===== config.mk =====
export PLATFORM = sky130hd
export DESIGN_NAME = uart_word_tx
export DESIGN_NICKNAME = d
export VERILOG_FILES = /design/src/rtl/uart_word_tx.sv
export SDC_FILE = /design/constraint.sdc
export NUM_CORES = 1
export LEC_CHECK = 0
export ABC_CLOCK_PERIOD_IN_PS = 4300
export BUFFER_PORTS_ARGS = -buffer_cell sky130_fd_sc_hd__buf_4
export CORE_ASPECT_RATIO = 2
export CORE_MARGIN = 5
export CORE_UTILIZATION = 55
export CTS_CLUSTER_DIAMETER = 40
export DETAILED_ROUTE_END_ITERATION = 16
export GPL_ROUTABILITY_DRIVEN = 0
export HOLD_SLACK_MARGIN = 0.12
export PLACE_DENSITY = 0.76
export SETUP_SLACK_MARGIN = 0.15
export SLEW_MARGIN = 10
export SYNTH_ARGS = -nofsm -noshare
export SYNTH_HDL_FRONTEND = slang
export SYNTH_SLANG_ARGS = --single-unit
export TNS_END_PERCENT = 20

===== constraint.sdc =====
create_clock -name clock -period 4.3 [get_ports clock]
set_input_delay 0.86 -clock clock [delete_from_list [all_inputs] [get_ports clock]]
set_output_delay 0.86 -clock clock [all_outputs]
set_load 0.005 [all_outputs]

===== src/rtl/uart_word_tx.sv =====
// uart_word_tx: queues multi-byte words in a small FIFO and sends them as 8N1 UART frames.
//   Parameters: CLKS_PER_BIT (cycles per serial bit, >=2), WORD_BYTES (bytes per word, >=1),
//               DEPTH (FIFO words, power of 2, >=2).
//   Ports: clock   - rising-edge clock
//          reset   - synchronous active-high reset; aborts any frame and empties the FIFO
//          word_in - word to queue, sent most-significant byte first, each byte LSB first
//          word_we - write strobe for word_in
//          full    - FIFO holds DEPTH words
//          busy    - a frame is on the line or the FIFO is non-empty
//          txd     - registered serial output, idle high
//          error   - sticky flag: a write was dropped because the FIFO was full
//   Macro UART_TX_PARITY_EN adds an even-parity bit after the data bits of each byte.
module uart_word_tx #(
    parameter int CLKS_PER_BIT = 868,
    parameter int WORD_BYTES   = 4,
    parameter int DEPTH        = 4
) (
    input  logic                    clock,
    input  logic                    reset,
    input  logic [8*WORD_BYTES-1:0] word_in,
    input  logic                    word_we,
    output logic                    full,
    output logic                    busy,
    output logic                    txd,
    output logic                    error
);
    localparam int AW = $clog2(DEPTH);
    localparam int CW = AW + 1;
    localparam int BW = $clog2(CLKS_PER_BIT);
    localparam int YW = WORD_BYTES > 1 ? $clog2(WORD_BYTES) : 1;

    typedef enum logic [2:0] {
        IDLE,
        START,
        DATA,
        STOP
`ifdef UART_TX_PARITY_EN
        , PARITY
`endif
    } state_t;

    state_t                  state, state_n;
    logic [BW-1:0]           baud_cnt, baud_n;
    logic [2:0]              bit_cnt, bit_n;
    logic [YW-1:0]           byte_cnt, byte_n;
    logic                    txd_n;
    logic                    pop, shift, push, drop, tick;
    logic [8*WORD_BYTES-1:0] mem [DEPTH];
    logic [AW-1:0]           wr_ptr, rd_ptr;
    logic [CW-1:0]           count;
    logic [8*WORD_BYTES-1:0] word_r;
    logic [7:0]              cur_byte;

    assign full     = count == CW'(DEPTH);
    assign busy     = state != IDLE || count != '0;
    // A write into a full FIFO still lands if the FSM frees a slot on the same edge.
    assign push     = word_we && (!full || pop);
    assign drop     = word_we && full && !pop;
    assign tick     = baud_cnt == BW'(CLKS_PER_BIT - 1);
    // The word being sent shifts left one byte per frame, so the current byte is always on top.
    assign cur_byte = word_r[8*WORD_BYTES-1 -: 8];

    always_comb begin
        state_n = state;
        baud_n  = tick ? '0 : baud_cnt + BW'(1);
        bit_n   = bit_cnt;
        byte_n  = byte_cnt;
        txd_n   = txd;
        pop     = 1'b0;
        shift   = 1'b0;
        case (state)
            IDLE: begin
                baud_n = '0;
                if (count != '0) begin
                    pop     = 1'b1;
                    state_n = START;
                    byte_n  = '0;
                    txd_n   = 1'b0;
                end
            end
            START: if (tick) begin
                state_n = DATA;
                bit_n   = '0;
                txd_n   = cur_byte[0];
            end
            DATA: if (tick) begin
                if (bit_cnt == 3'd7) begin
`ifdef UART_TX_PARITY_EN
                    state_n = PARITY;
                    txd_n   = ^cur_byte;
`else
                    state_n = STOP;
                    txd_n   = 1'b1;
`endif
                end else begin
                    bit_n = bit_cnt + 3'd1;
                    txd_n = cur_byte[bit_n];
                end
            end
`ifdef UART_TX_PARITY_EN
            PARITY: if (tick) begin
                state_n = STOP;
                txd_n   = 1'b1;
            end
`endif
            STOP: if (tick) begin
                if (byte_cnt != YW'(WORD_BYTES - 1)) begin
                    byte_n  = byte_cnt + YW'(1);
                    shift   = 1'b1;
                    state_n = START;
                    txd_n   = 1'b0;
                end else if (count != '0) begin
                    // Back-to-back words: the next start bit follows the stop bit directly.
                    pop     = 1'b1;
                    byte_n  = '0;
                    state_n = START;
                    txd_n   = 1'b0;
                end else begin
                    byte_n  = '0;
                    state_n = IDLE;
                    txd_n   = 1'b1;
                end
            end
            default: state_n = IDLE;
        endcase
    end

    always_ff @(posedge clock) begin
        if (reset) begin
            state    <= IDLE;
            baud_cnt <= '0;
            bit_cnt  <= '0;
            byte_cnt <= '0;
            txd      <= 1'b1;
            wr_ptr   <= '0;
            rd_ptr   <= '0;
            count    <= '0;
            error    <= 1'b0;
            word_r   <= '0;
        end else begin
            state    <= state_n;
            baud_cnt <= baud_n;
            bit_cnt  <= bit_n;
            byte_cnt <= byte_n;
            txd      <= txd_n;
            if (push) wr_ptr <= wr_ptr + AW'(1);
            if (pop) rd_ptr <= rd_ptr + AW'(1);
            count    <= count + CW'(push) - CW'(pop);
            if (drop) error <= 1'b1;
            if (pop) word_r <= mem[rd_ptr];
            else if (shift) word_r <= word_r << 8;
        end
    end

    always_ff @(posedge clock) begin
        if (!reset && push) mem[wr_ptr] <= word_in;
    end
endmodule


==> metrics.log <==
[metrics] DRC violation count after routing: 0
[metrics] worst-path maximum fanout: 9
[metrics] number of standard cells in the final layout excluding fillers: 733
[metrics] total of flip-flops plus latches after synthesis: 188
[metrics] post-placement cell count: 701
[metrics] drt first-iter violations: 337
[metrics] deepest level of the CTS H-tree: 4
[metrics] time the final worst path needs with I/O delays and setup: 2970 ps
[metrics] clk sink count: 188
[metrics] fraction of final layout cells with drive strength greater than 1: 26.7%
[metrics] number of fill cells in the layout: 1045
[metrics] clk buf depth: 2
[metrics] Mapped Nets: 546
[metrics] Worst Setup End Kind: output pin
[metrics] main combinational cell family by area after synthesis: multiplexers
[metrics] leak pwr: 2.88 nW
[metrics] detailed placement HPWL: 9570 µm
[metrics] number of nets in the finished design: 581
[metrics] status: completed
[metrics] Cell Area, Synth: 0.00777 mm²
[metrics] kind of critical path: flop to output pin
[metrics] Core Rows: 61
[metrics] average via count per standard cell: 5.94
[metrics] antenna cells: 0
[metrics] residual antenna-violating net count after detailed routing: 0
[metrics] PostCTS Resize Cnt: 0
[metrics] final hold violation count: 0
[metrics] effective utilization at floorplan: 55.9%
[metrics] largest net degree at the start of global routing: 60
[metrics] buffer count from post-CTS setup fixing: 0
[metrics] buffer cell driving the clock tree root: sky130_fd_sc_hd__clkbuf_16
[metrics] Top Ports: 39
[metrics] cell taking the most area after synthesis: sky130_fd_sc_hd__edfxtp_1
[metrics] final period utilization: 69.0%
[metrics] multiplexer share of the synthesized area: 13.5%
[metrics] worst hold path cell count: 2
[metrics] total power after layout: 5.45 mW
[metrics] number of synthesized flops with an enable pin: 128
[metrics] register area share after synthesis: 64.9%
[metrics] clock tree from TritonCTS: built
[metrics] global-route total usage across every layer: 19.0%
[metrics] detailed route wirelength on metal3: 384 µm
[metrics] worst min-delay path category: flop to flop
[metrics] most numerous cell in the Yosys netlist: sky130_fd_sc_hd__edfxtp_1
[metrics] final wirelength: 14600 µm
[metrics] leading cell types by count after synthesis: sky130_fd_sc_hd__edfxtp_1, sky130_fd_sc_hd__dfxtp_1, sky130_fd_sc_hd__nor2_1
[metrics] Core Region: 0.0139 mm²
[metrics] setup repair after global routing missed its margin: false
[metrics] xor-xnor portion of the synthesized cell area: 1.24%
[metrics] max_cap viols: 0
[metrics] number of antenna violations at the first check in global routing: 0
[metrics] compound-gate portion of the synthesized area: 8.36%
[metrics] global-route wire length before repair: 24200 µm
[metrics] nature of the critical path startpoint: flop
[metrics] total routed wire length on the met1 layer: 5510 µm
[metrics] worst hold margin: 453 ps
[metrics] area used by sequential logic in the layout: 0.00505 mm²
[metrics] normalized max-slew margin: 40.3%
[metrics] die area: 0.0167 mm²
[metrics] CTS Hold Buffers Added: 0
[metrics] highest ir drop seen on vdd: 0.000450 V
[metrics] Highest Clock Rate: 337 MHz
[metrics] dominant register cell in the synthesized netlist: sky130_fd_sc_hd__edfxtp_1
[metrics] Post-Syn Instances: 496
[metrics] yosys synthesis warning count: 0
[metrics] final worst clock skew: 11.1 ps
[metrics] CTS buffer count: 17
[metrics] DR vias: 4351
[metrics] power density of the placed cells: 616 mW/mm²
[metrics] share of flip-flops with an asynchronous set or reset: 0%
[metrics] via count of the first global-routing pass: 4667
[metrics] clock slew at the register clock pins of the worst setup and hold paths: 70 ps
[metrics] path depth of the worst reg2reg path: 10
[metrics] buffers added on ports: 38
[metrics] Tightest Pin Transition: 896 ps
[metrics] DR top layer: met4
[metrics] vertical extent of the die: 178 µm
[metrics] largest cells by area after synthesis: sky130_fd_sc_hd__edfxtp_1, sky130_fd_sc_hd__dfxtp_1, sky130_fd_sc_hd__mux4_2
[metrics] share of the synthesized area in the top cell type: 49.5%
[metrics] syn avg cell area: 15.7 µm²
[metrics] data required time at the worst endpoint: 3440 ps
[metrics] GR Overflow Total: 0
[metrics] simple-gate share of the synthesized area: 7.23%
[metrics] width of the die: 94.0 µm
[metrics] post-detailed-route wirelength per cell: 19.9 µm
[metrics] layout overhead on the synthesized area: 13.9%
[metrics] number of distinct library cells after synthesis: 50
[metrics] adder-cell share of the synthesized area: 2.51%
[metrics] final number of setup-violating endpoints: 0
[metrics] routed length on met2: 8440 µm
[metrics] Multi-input gate area: 0.00257 mm²
[metrics] data arrival time of the critical path: 2110 ps
[metrics] final count of pins violating max slew: 0
[metrics] iteration count of the initial detailed-routing pass: 4
[metrics] clock insertion delay at the later pin of the skew report: 430 ps
critical path, stage by stage, from the launching register on:
cell                      delay (ps)
sky130_fd_sc_hd__dfxtp_1         350
sky130_fd_sc_hd__inv_1           120
sky130_fd_sc_hd__ha_1            330
sky130_fd_sc_hd__or4b_2          710
sky130_fd_sc_hd__buf_4           180
layout make-up:
cell class | count | share of cell area (%)
inverters | 10 | 0.424
well taps | 189 | 2.67
repair buffers | 47 | 3.99
clock buffers | 18 | 4.85
multi-input cells | 267 | 29.1
clock inverters | 14 | 1.95
flip-flops and latches | 188 | 57.1
where the power goes:
group	internal (mW)	leakage [nW]	switching, mW
Sequential	2.19	1.65	0.218
Combinational	0.680	0.933	0.831
Clock	0.786	0.290	0.743
routing by layer:
layer / global-route usage (%) / vias to the layer above
li1: - / 2024
met1: 21.4 / 2232
met2: 35.2 / 76
met3: 3.50 / 19
met4: 6.57 / 0
met5: 0 / -
per-stage QoR:
step / util [%] / area (µm²) / setup WS, ps / setup TNS, ps
2_1_floorplan: - / 7770 / -146 / -17600
3_3_place_gp: 59.3 / 8240 / 1470 / 0
3_5_place_dp: 59.3 / 8240 / 1350 / 0
4_1_cts: 63.7 / 8850 / 1320 / 0
5_1_grt: 63.7 / 8850 / 1180 / 0
6_report: 63.7 / 8850 / 1330 / 0
cell families after synthesis:
family / Yosys count
buffers and inverters: 41
adders and majority gates: 15
AOI/OAI and AO/OA: 72
DFF: 188
xor gates and xnor gates: 11
and+or+nand+nor: 107
muxes: 62
registers in the layout, summed over array words and instances, names as in the netlist, named ones only:
name and cells:
rd_ptr 2, state 2, mem 128, wr_ptr 2, word_r 32, error 1
bit_cnt 3, baud_cnt 10, byte_cnt 2, txd 1, count 3
cell usage in the layout, fill, tap and decap left out, types with 3 or more instances in the layout:
| master | instances |
|---|---|
| sky130_fd_sc_hd__mux4_2 | 34 |
| sky130_fd_sc_hd__mux2i_1 | 27 |
| sky130_fd_sc_hd__nand2_1 | 8 |
| sky130_fd_sc_hd__nand2b_1 | 8 |
| sky130_fd_sc_hd__nand3_1 | 15 |
| sky130_fd_sc_hd__clkinv_8 | 6 |
| sky130_fd_sc_hd__dfxtp_1 | 58 |
| sky130_fd_sc_hd__o221ai_1 | 8 |
| sky130_fd_sc_hd__clkbuf_16 | 17 |
| sky130_fd_sc_hd__xnor2_1 | 8 |
| sky130_fd_sc_hd__nand4_1 | 6 |
| sky130_fd_sc_hd__ha_1 | 14 |
| sky130_fd_sc_hd__buf_4 | 47 |
| sky130_fd_sc_hd__edfxtp_1 | 128 |
| sky130_fd_sc_hd__a221oi_2 | 20 |
| sky130_fd_sc_hd__nor3_1 | 5 |
| sky130_fd_sc_hd__inv_6 | 4 |
| sky130_fd_sc_hd__nor2_1 | 43 |
| sky130_fd_sc_hd__a221oi_1 | 5 |
| sky130_fd_sc_hd__nor3b_2 | 4 |
| sky130_fd_sc_hd__o21ai_0 | 7 |
| sky130_fd_sc_hd__xor2_1 | 3 |
| sky130_fd_sc_hd__inv_1 | 10 |
| sky130_fd_sc_hd__a21oi_1 | 20 |
worst paths after layout:
| check | startpoint | to | slack (ps) |
|---|---|---|---|
| setup / recovery | state[0] | busy | 1330 |
| setup reg to reg | state[0] | count[2] | 1360 |
| hold reg to reg | error | error | 450 |
| hold / removal | error | error | 450 |
Power figures use the tool's default switching activity.
